**config.mk**
```make
export PLATFORM = sky130hd
export DESIGN_NAME = control_pop_vc
export DESIGN_NICKNAME = d
export VERILOG_FILES = /design/src/rtl/control_pop_vc_pkg.sv /design/src/rtl/control_pop_vc_contador_peso.sv /design/src/rtl/control_pop_vc.sv
export SDC_FILE = /design/constraint.sdc
export NUM_CORES = 1
export LEC_CHECK = 0
export BUFFER_PORTS_ARGS = -buffer_cell sky130_fd_sc_hd__clkbuf_2
export CAP_MARGIN = 20
export CORE_AREA = 2 2 39 41
export DETAILED_ROUTE_END_ITERATION = 16
export DIE_AREA = 0 0 41 43
export PLACE_DENSITY = 0.61
export SYNTH_ARGS = -nofsm -noshare
export SYNTH_HDL_FRONTEND = slang
export SYNTH_SLANG_ARGS = --single-unit
export TNS_END_PERCENT = 30
```
**constraint.sdc**
```tcl
create_clock -name clk -period 1.1 [get_ports clk]
set_input_delay 0.22 -clock clk [delete_from_list [all_inputs] [get_ports clk]]
set_output_delay 0.22 -clock clk [all_outputs]
set_load 0.02 [all_outputs]
```
**src/rtl/control_pop_vc_pkg.sv**
```systemverilog
// Shared definitions for the VC-pop arbiter: parameter defaults, source
// encoding of a popped word and the pipeline stage payload.
package control_pop_vc_pkg;

  localparam int unsigned BITS_DEF     = 6;
  localparam int unsigned PESO_VC0_DEF = 4;

  // Which VC a word in flight was popped from.
  localparam logic FUENTE_VC0 = 1'b0;
  localparam logic FUENTE_VC1 = 1'b1;

  typedef struct packed {
    logic valid;
    logic fuente;
  } etapa_t;

endpackage

```
**src/rtl/control_pop_vc_contador_peso.sv**
```systemverilog
// Anti-starvation counter: counts consecutive VC0 grants while VC1 waits and
// requests that the next eligible grant go to VC1 once PESO is reached.
// Ports:
//   clk, reset_L         clock, asynchronous active-low reset
//   vc1_empty            VC1 FIFO empty flag
//   grant_vc0/grant_vc1  grants issued this cycle
//   forzar_vc1           combinational: VC1 must win the next eligible grant
module contador_peso #(
  parameter int unsigned PESO = 4
) (
  input  logic clk,
  input  logic reset_L,
  input  logic vc1_empty,
  input  logic grant_vc0,
  input  logic grant_vc1,
  output logic forzar_vc1
);

  localparam int unsigned CW = $clog2(PESO + 1);

  logic [CW-1:0] cuenta_vc0;

  // Saturating count of VC0 grants; cleared when VC1 has nothing or is served.
  always_ff @(posedge clk or negedge reset_L) begin
    if (!reset_L) begin
      cuenta_vc0 <= '0;
    end else if (vc1_empty || grant_vc1) begin
      cuenta_vc0 <= '0;
    end else if (grant_vc0 && (cuenta_vc0 != CW'(PESO))) begin
      cuenta_vc0 <= cuenta_vc0 + CW'(1);
    end
  end

  assign forzar_vc1 = (cuenta_vc0 == CW'(PESO));

endmodule

```
**src/rtl/control_pop_vc.sv**
```systemverilog
// Pops words from two virtual-channel FIFOs and pushes them to D0 or D1
// according to the word's MSB. Two-cycle latency, one word per cycle.
// Ports:
//   clk, reset_L                    clock, asynchronous active-low reset
//   vc0_empty, vc1_empty            source FIFO empty flags
//   vc0_data, vc1_data              source read data (valid cycle after pop)
//   d0_almost_full, d1_almost_full  destination back-pressure
//   pop_vc0, pop_vc1                combinational pops
//   push_d0, push_d1, data_out      registered destination write
// Optional: define CONTROL_POP_VC_ANTIHAMBRE_EN to limit consecutive VC0
// grants to PESO_VC0 while VC1 waits; otherwise VC0 has strict priority.
module control_pop_vc
  import control_pop_vc_pkg::*;
#(
  parameter int unsigned BITS     = BITS_DEF,
  parameter int unsigned PESO_VC0 = PESO_VC0_DEF
) (
  input  logic            clk,
  input  logic            reset_L,
  input  logic            vc0_empty,
  input  logic            vc1_empty,
  input  logic [BITS-1:0] vc0_data,
  input  logic [BITS-1:0] vc1_data,
  input  logic            d0_almost_full,
  input  logic            d1_almost_full,
  output logic            pop_vc0,
  output logic            pop_vc1,
  output logic            push_d0,
  output logic            push_d1,
  output logic [BITS-1:0] data_out
);

  // A zero weight would leave VC0 without any grant while VC1 waits.
  if (PESO_VC0 == 0) begin : g_peso_invalido
    $error("control_pop_vc: PESO_VC0 must be at least 1");
  end

  logic            grant_ok;
  logic            forzar_vc1;
  etapa_t          etapa;
  logic [BITS-1:0] palabra;

  assign grant_ok = reset_L & ~d0_almost_full & ~d1_almost_full;

`ifdef CONTROL_POP_VC_ANTIHAMBRE_EN
  contador_peso #(
    .PESO (PESO_VC0)
  ) u_contador_peso (
    .clk        (clk),
    .reset_L    (reset_L),
    .vc1_empty  (vc1_empty),
    .grant_vc0  (pop_vc0),
    .grant_vc1  (pop_vc1),
    .forzar_vc1 (forzar_vc1)
  );
`else
  assign forzar_vc1 = 1'b0;
`endif

  // VC0 wins unless empty or the starvation limit hands this grant to VC1.
  assign pop_vc0 = grant_ok & ~vc0_empty & ~(forzar_vc1 & ~vc1_empty);
  assign pop_vc1 = grant_ok & ~vc1_empty & (vc0_empty | forzar_vc1);

  // Source data arrives one cycle after the pop; pick it by recorded source.
  assign palabra = (etapa.fuente == FUENTE_VC1) ? vc1_data : vc0_data;

  always_ff @(posedge clk or negedge reset_L) begin
    if (!reset_L) begin
      etapa    <= '0;
      push_d0  <= 1'b0;
      push_d1  <= 1'b0;
      data_out <= '0;
    end else begin
      etapa.valid  <= pop_vc0 | pop_vc1;
      etapa.fuente <= pop_vc1 ? FUENTE_VC1 : FUENTE_VC0;
      if (etapa.valid) begin
        data_out <= palabra;
        push_d0  <= ~palabra[BITS-1];
        push_d1  <= palabra[BITS-1];
      end else begin
        push_d0  <= 1'b0;
        push_d1  <= 1'b0;
      end
    end
  end

endmodule

```
==> metrics.txt, run 1 <==
net switching power figure=0.268 mW; Crit-path slowest cell=or3b_4; Die W=41 um; CTS tree=built; Synth Instances=36; setup ws final=-0.218 ns; Final Setup Violations=2; pwr/cell area=1470 mW/mm2; CP max FO=3; post-layout minimum cycle time=1.32 ns; CP Capture Type=output port; GR peak layer=met2; IO buf count=27; synthesized area=424 um2; net count after synthesis=54; Worst-path clk slew=0.06 ns; M2 GR Usage=16.6%; hold_ws=0.162 ns; Max Buffers Root-to-Sink=2; sink count of the clock tree=10; Seq/Total Area, Yosys=59.0%; CTS Root Cell=clkbuf_4; initial antenna violation count=0; slowest stage delay, CP=0.41 ns; Worst setup SP type=input pin; Post-Layout Cell Count=84; Final Skew=0.00355 ns; number of global-route vias before repair=326; Total Routing Usage GR=12.5%; Overflow after GRT=0; I/O pin count=28; routing usage on met1=15.1%; status=finished, violations left; first-pass GRT wire length=1370 um; Post-Route WL=936 um; dpl hpwl=731 um; Internal=0.702 mW; met3 usage=8.38%; Worst-Skew Late Latency=0.26 ns; layout net count=87; Fmax achieved=0.759 GHz; Ys Warns=0; initial core utilization=30.7%; cts bufs inserted=3; Slew HR=73.0%; Worst Path Required=0.88 ns; Final Power=0.970 mW; Slew @ Worst Pin=0.405 ns; Max VDD drop=885 uV; final hold violations=0; post-synth top area cell=dfrtp_1; placed cell count=79; Synth-to-Final Area Change=55.8%; part of the power in the clock network=33.2%; sequential share of power=45.3%; Die Area=0.00176 mm2; failing checks=negative setup slack; max cap viols=0; Antenna Diode Count=0; drt first pass iters=2; drt drc=0; row cnt=14; Comb power frac=21.5%; RSZ-0062 raised after global routing=yes; share of cells above drive strength 1=51.5%; DIE HEIGHT=43 um; routability congestion estimate from global placement=0.611; Core ar.=0.00138 mm2; Netlist cell types=10; WS Path Type=input pin to output port; net switching fraction of the power=27.6%; Tcrit/Tclk final=120%; # H-tree levels=1; Mapped Avg Cell Area=11.8 um2; Worst Hold Class=input pin to flop; crit path cell chain=clkbuf_2 -> or3b_4 -> nor3b_4 -> clkbuf_8; Routed Antenna Nets=0; Synth area leaders=dfrtp_1 (59%), mux2i_1 (14%), a21oi_1 (8.3%), nor2_1 (6.2%), nor3b_2 (2.9%); Yosys reg bits=10; DR iter-0 viols=4; max-slew violation count=0; Lkg Pwr=0.331 nW; DR vias=383; DP Worst Slack=-0.212 ns; top-area cell type share of the netlist area=59.0%; largest net degree at the start of global routing=15; WL/cell=11.1 um; Worst EP arrival=1.10 ns; number of vias per cell=4.56; Fin Setup TNS=-0.317 ns
what timing repair did:
item	4_1_cts	5_1_grt
hold endpoints to repair	10	0
hold buffers	1	0
setup buffers	0	0
resized for setup	3	2
setup endpoints to repair	2	2
routing by layer:
metal	share of wire (%)	vias up	wire, um
li1	-	188	-
met4	0	0	0
met5	0	-	0
met3	9.2	0	86
met2	48	21	453
met1	42	174	397
worst max-delay path: cells and delay by family:
kind	cells	cell delay [ns]
buffers and inverters	2	0.26
AND/OR/NAND/NOR	2	0.62
final timing paths:
path                                              start                 endpoint  slack [ns]  cells past startpoint
min in group asynchronous                       reset_L  data_out[5]$_DFFE_PN0P_        0.42                      3
max in group asynchronous                       reset_L  data_out[4]$_DFFE_PN0P_        0.54                      3
worst max register to register       etapa[0]$_DFF_PN0_  data_out[5]$_DFFE_PN0P_        0.13                      2
worst min-delay path                          vc1_empty       etapa[0]$_DFF_PN0_        0.16                      2
worst min register to register  data_out[1]$_DFFE_PN0P_  data_out[1]$_DFFE_PN0P_        0.52                      2
worst max-delay path                     d0_almost_full                  pop_vc1       -0.22                      4
cells by family after synthesis:
group	share of synthesized area (%)
DFF	59.0
and+or+nand+nor	14.8
muxes	14.2
buffers and inverters	3.83
AOI/OAI and AO/OA	8.26
cells in the mapped netlist:
master	count
buf_6	1
and2_1	1
nor2_1	7
a21oi_1	7
buf_2	1
mux2i_1	6
dfrtp_1	10
or3b_4	1
nor2b_1	1
nor3b_2	1
state kept, by name, summed over array words and instances, names as in the netlist:
name	flops
etapa	2
push_d1	1
push_d0	1
data_out	6
cell type report:
cell class | count | area (um2)
Clock buffer | 4 | 36.3
Timing Repair Buffer | 30 | 190
Tap cell | 16 | 20.0
Fill cell | 131 | 723
Sequential cell | 10 | 250
Multi-Input combinational cell | 24 | 164
stage by stage:
stage / cell area, um2 / util (%)
2_1_floorplan: 430 / -
3_3_place_gp: 597 / 43.1
3_5_place_dp: 597 / 43.1
4_1_cts: 654 / 47.3
5_1_grt: 661 / 47.7
6_report: 661 / 47.7
cells in the final DEF, fill, tap and decap left out, drive strengths merged:
cell type and n:
nor3b 1, nor2 7, buf 4, mux2i 6, dfrtp 10, or3b 1
a21oi 7, clkbuf 29, and2 1, dlygate4sd3 1, nor2b 1
power groups by stage:
stage | Clock, mW | Combinational [mW] | Sequential [mW]
after CTS | 0.340 | 0.210 | 0.440
after floorplan | 0 | 0.0562 | 0.496
after detailed placement | 0 | 0.205 | 0.447
final | 0.322 | 0.208 | 0.440
after global routing | 0.358 | 0.229 | 0.446
after global placement | 0 | 0.199 | 0.446
Note: power is estimated with default switching activity, not from simulation.
==> run 2, diff against run 1 <==
Settings changed: REMOVE_ABC_BUFFERS set to 1.
==> run 2 against run 1 <==
The flow still finishes with violations (negative setup slack). Global-route usage decreased by 1.0 points. Count of clock-buffer cells in the layout decreased by 1. Sequential power about the same. Critical path type unchanged. Largest cell class unchanged. Core utilization decreased by 0.99 points. Critical endpoint unchanged.
==> metrics.txt, run 2 (same netlist as run 1, synthesis figures left out) <==
DP Worst Slack=-0.218 ns (was -0.212 ns); CP Capture Type=output port (unchanged); initial core utilization=30.7% (unchanged); # H-tree levels=1 (unchanged); drt drc=0 (unchanged); Synth-to-Final Area Change=52.5% (was 55.8%); Worst-path clk slew=0.06 ns (about the same); Die W=41 um (unchanged); WL/cell=10.1 um (was 11.1 um); DIE HEIGHT=43 um (unchanged); WS Path Type=input pin to output port (unchanged); first-pass GRT wire length=1300 um (was 1370 um); slowest stage delay, CP=0.41 ns (about the same); Routed Antenna Nets=0 (unchanged); commonest non-fill, non-tap cell in the layout=clkbuf_2 (unchanged); Slew @ Worst Pin=0.365 ns (was 0.405 ns); layout net count=89 (was 87); Top Registers=data_out: 6 flops, etapa: 2 flops (unchanged); max-slew violation count=0 (unchanged); max reg flops=6 (unchanged); commonest cells after routing, fill and taps aside=clkbuf_2 (24), dfrtp_1 (10), nor2_1 (7), a21oi_1 (7), mux2i_1 (6) (unchanged); Worst Hold Class=input pin to flop (unchanged); Lkg Pwr=0.331 nW (about the same); Post-Route WL=857 um (was 936 um); share of cells above drive strength 1=52.2% (was 51.5%); DR iter-0 viols=4 (unchanged); net switching fraction of the power=28.5% (was 27.6%); part of the power in the clock network=26.4% (was 33.2%); sequential share of power=49.8% (was 45.3%); reg2reg start=etapa[0]$_DFF_PN0_ (unchanged); Setup Fix Bufs, Post-CTS=0 (unchanged); Final Skew=0.00385 ns (was 0.00355 ns); Comb power frac=23.7% (was 21.5%); Overflow after GRT=0 (unchanged); worst hold start=vc0_empty (was vc1_empty); Internal=0.627 mW (was 0.702 mW); max cap viols=0 (unchanged); DR vias=375 (was 383); worst path bufs/invs=2 (unchanged); Fmax achieved=0.778 GHz (was 0.759 GHz); Worst EP arrival=1.07 ns (was 1.10 ns); Crit-path slowest cell=or3b_4 (unchanged); number of vias per cell=4.41 (was 4.56); CP max FO=3 (unchanged); hold_ws=0.164 ns (was 0.162 ns); kind of cell adding the most delay to the critical path=simple AND/OR/NAND/NOR gates (unchanged); Core ar.=0.00138 mm2 (unchanged); largest net degree at the start of global routing=15 (unchanged); Slew HR=75.7% (was 73.0%); IO buf count=27 (unchanged); failing checks=negative setup slack (unchanged); initial antenna violation count=0 (unchanged); Post-Layout Cell Count=85 (was 84); setup ws final=-0.186 ns (was -0.218 ns); I/O pin count=28 (unchanged); Final Setup Violations=2 (unchanged); Worst Path Required=0.88 ns (about the same); crit path cell chain=clkbuf_2 -> or3b_4 -> nor3b_4 -> buf_6 (was clkbuf_2 -> or3b_4 -> nor3b_4 -> clkbuf_8); post-layout minimum cycle time=1.29 ns (was 1.32 ns); pwr/cell area=1360 mW/mm2 (was 1470 mW/mm2); Die Area=0.00176 mm2 (unchanged); Max VDD drop=470 uV (was 885 uV); routability congestion estimate from global placement=0.613 (was 0.611); CTS Root Cell=clkbuf_4 (unchanged); CTS tree=built (unchanged); Antenna Diode Count=0 (unchanged); Setup crit start=d0_almost_full (unchanged); Worst-Skew Late Latency=0.25 ns (was 0.26 ns); Tcrit/Tclk final=117% (was 120%); status=finished, violations left (unchanged); final hold violations=0 (unchanged); cts bufs inserted=3 (unchanged); sink count of the clock tree=10 (unchanged); dpl hpwl=681 um (was 731 um); RSZ-0062 raised after global routing=yes (unchanged); Total Routing Usage GR=11.5% (was 12.5%); net switching power figure=0.250 mW (was 0.268 mW); Max Buffers Root-to-Sink=2 (unchanged); largest reg by FF count=data_out (unchanged); drt first pass iters=4 (was 2); row cnt=14 (unchanged); placed cell count=81 (was 79); Worst setup SP type=input pin (unchanged); number of global-route vias before repair=337 (was 326)
[run 2: timing repair]
item | CTS | global route
endpoints found under the hold margin | 10 | 0
hold buffers | 1 | 0
gates resized for setup | 1 | 6
setup endpoints to repair | 2 | 2
[run 2: path summary, 6_finish.rpt]
kind / end / slack (ns) / depth (start not counted)
max in group asynchronous: push_d1$_DFF_PN0_ / 0.53 / 3
min in group asynchronous: etapa[0]$_DFF_PN0_ / 0.43 / 3
worst min-delay path: etapa[1]$_DFF_PN0_ / 0.16 / 2
worst max-delay path: pop_vc1 / -0.19 / 4
worst max register to register: data_out[3]$_DFFE_PN0P_ / 0.17 / 3
worst min register to register: data_out[5]$_DFFE_PN0P_ / 0.53 / 2
[run 2: stage by stage]
step	util, %	cell area [um2]	setup TNS (ns)	power [mW]
after global placement	42.9	593	-0.298	0.643
after floorplan	-	408	-0.142	0.549
after CTS	45.4	628	-0.336	0.889
final	46.7	647	-0.285	0.877
after global routing	46.7	647	-0.365	0.945
after detailed placement	42.9	593	-0.337	0.647
[run 2: final cells by class]
type / count / area [um2]
fill: 139 / 737
sequential: 10 / 250
timing repair buffer: 32 / 190
multi-input combinational: 24 / 164
clock buffer: 3 / 22.5
tap: 16 / 20.0
[run 2: routing by layer]
metal,wire (um),up-vias,GRT usage (%),share of wire [%]
li1,-,190,-,-
met3,97,0,1.57,11
met4,0,0,12.0,0
met1,356,162,13.4,42
met2,404,23,16.3,47
met5,0,-,0,0
[run 2: power by group through the flow]
stage / clock (mW) / sequential [mW] / combinational [mW]
after floorplan: 0 / 0.500 / 0.0489
after global placement: 0 / 0.444 / 0.199
after detailed placement: 0 / 0.444 / 0.203
after CTS: 0.245 / 0.437 / 0.207
after global routing: 0.269 / 0.445 / 0.232
final: 0.232 / 0.437 / 0.208
[run 2: worst reg2reg max path: cells and delay by family (launching register included)]
family / cells / cell delay (ns)
buffers and inverters: 1 / 0.15
muxes: 1 / 0.18
AOI/OAI and AO/OA: 1 / 0.08
DFF: 1 / 0.39
==> run 3, diff against run 2 <==
Clock period 1.1 ns to 1.2 ns, I/O delays scaled along.
==> run 3 against run 2 <==
Worst setup slack gained 0.059 ns. Cell count is the same. First-iteration DRC count shrank 100%. Sequential power shrank 8.2%. Sequential share of layout area shrank 0.15 points. Core utilization grew 0.18 points. Non-clock buffer count shrank 1. The run still ends with negative setup slack left. Clock skew shrank 0.0010 ns. Routed wire length grew 2.1%. Hold slack lost 0.0018 ns. Die area is the same. Clock power grew 29%.
==> metrics.txt, run 3 (same netlist as run 1, synthesis figures left out) <==
status=finished, violations left (unchanged); failing checks=negative setup slack (unchanged); commonest non-fill, non-tap cell in the layout=clkbuf_2 (unchanged); placed cell count=80 (was 81); Util after Layout=46.9% (was 46.7%); CP max FO=3 (unchanged); Antenna Diode Count=0 (unchanged); commonest cells after routing, fill and taps aside=clkbuf_2 (23), dfrtp_1 (10), nor2_1 (7), a21oi_1 (7), mux2i_1 (6) (was clkbuf_2 (24), dfrtp_1 (10), nor2_1 (7), a21oi_1 (7), mux2i_1 (6)); Synth-to-Final Area Change=53.1% (was 52.5%); largest reg by FF count=data_out (unchanged); setup ws final=-0.127 ns (was -0.186 ns); drt drc=0 (unchanged); fill cell count=136 (was 139); row cnt=14 (unchanged); max-slew violation count=0 (unchanged); dpl hpwl=672 um (was 681 um); Worst-path clk slew=0.07 ns (was 0.06 ns); CTS tree=built (unchanged); Worst Hold Path Cells=2 (unchanged); Worst-Skew Late Latency=0.26 ns (was 0.25 ns); Overflow after GRT=0 (unchanged); largest net degree at the start of global routing=15 (unchanged); # H-tree levels=1 (unchanged); share of cells above drive strength 1=52.2% (unchanged); number of global-route vias before repair=333 (was 337); DR vias=367 (was 375); Final Setup Violations=2 (unchanged); max reg flops=6 (unchanged); area of the multi-input gates=158 um2 (was 164 um2); Setup Fix Bufs, Post-CTS=0 (unchanged); Tcrit/Tclk final=111%; first-pass GRT wire length=1310 um (was 1300 um); Worst EP arrival=1.09 ns (was 1.07 ns); Slew @ Worst Pin=0.385 ns (was 0.365 ns); drt first pass iters=1 (was 4); Fmax achieved=0.754 GHz; Post-Route WL=875 um (was 857 um); Total Routing Usage GR=11.1% (was 11.5%); RSZ-0062 raised after global routing=yes (unchanged); Top Registers=data_out: 6 flops, etapa: 2 flops (unchanged); Worst setup SP type=input pin (unchanged); Max VDD drop=745 uV (was 470 uV); Post-Layout Cell Count=85 (unchanged); final hold violations=0 (unchanged); Final Skew=0.00282 ns (was 0.00385 ns); initial core utilization=30.7% (unchanged); DR iter-0 viols=0 (was 4); reg2reg path depth=3 (unchanged); max cap viols=0 (unchanged); pwr/cell area=1370 mW/mm2 (was 1360 mW/mm2); Lkg Pwr=0.330 nW (was 0.331 nW); layout net count=88 (was 89); hold_ws=0.162 ns (was 0.164 ns); routability congestion estimate from global placement=0.595 (was 0.613); Die Area=0.00176 mm2 (unchanged); initial antenna violation count=0 (unchanged); post-layout minimum cycle time=1.33 ns; Slew HR=74.3% (was 75.7%); Core ar.=0.00138 mm2 (unchanged); Routed Antenna Nets=0 (unchanged); Fin Setup TNS=-0.130 ns (was -0.285 ns); CTS Root Cell=clkbuf_4 (unchanged); IO buf count=27 (unchanged); DIE HEIGHT=43 um (unchanged); Max Buffers Root-to-Sink=2 (unchanged); Worst Hold Class=input pin to flop (unchanged); register area=250 um2 (unchanged); cts bufs inserted=3 (unchanged); r2r setup slk=0.17 ns (about the same); number of vias per cell=4.32 (was 4.41); Die W=41 um (unchanged); WS Path Type=input pin to output port (unchanged); WL/cell=10.3 um (was 10.1 um); Worst Path Required=0.96 ns (was 0.88 ns); CP Capture Type=output port (unchanged); I/O pin count=28 (unchanged); sink count of the clock tree=10 (unchanged)
[run 3: what timing repair did]
item                                   in CTS  in global routing
hold buffers                                1                  0
gates resized for setup                     1                  5
endpoints found under the hold margin      10                  0
setup endpoints to repair                   2                  2
[run 3: layout make-up]
cell class	count	area share, %
Clock buffer	4	5.59
Multi-Input combinational cell	24	24.3
Sequential cell	10	38.5
Tap cell	16	3.08
Timing Repair Buffer	31	28.5
[run 3: final timing paths]
check,startpoint,end
worst max-delay path,d0_almost_full,pop_vc1
worst min-delay path,vc0_empty,etapa[1]$_DFF_PN0_
worst max register to register,etapa[0]$_DFF_PN0_,data_out[3]$_DFFE_PN0P_
worst min register to register,data_out[0]$_DFFE_PN0P_,data_out[0]$_DFFE_PN0P_
max in group asynchronous,reset_L,data_out[3]$_DFFE_PN0P_
min in group asynchronous,reset_L,data_out[1]$_DFFE_PN0P_
[run 3: critical path, stage by stage]
cell and delay (ns):
buf_6 0.09, or3b_4 0.40, nor3b_2 0.19, buf_4 0.17
[run 3: power breakdown]
group | switching (mW) | leakage (nW) | internal, mW
logic | 0.107 | 0.189 | 0.0813
clock network | 0.116 | 0.0210 | 0.184
registers | 0.0235 | 0.119 | 0.378
total | 0.247 | 0.330 | 0.643
[run 3: per-stage QoR]
step | cell area, um2 | power [mW] | worst slack [ns]
2_1_floorplan | 408 | 0.503 | -0.0318
3_3_place_gp | 586 | 0.589 | -0.148
3_5_place_dp | 586 | 0.592 | -0.146
4_1_cts | 634 | 0.893 | -0.149
5_1_grt | 649 | 0.942 | -0.153
6_report | 649 | 0.890 | -0.127
[run 3: layer usage]
| layer | vias to the layer above | wire, um | global-route usage, % |
|---|---|---|---|
| met5 | - | 0 | 0 |
| met4 | 0 | 0 | 6.00 |
| met3 | 0 | 85 | 3.14 |
| met2 | 23 | 386 | 15.6 |
| met1 | 156 | 403 | 14.8 |
| li1 | 188 | - | - |
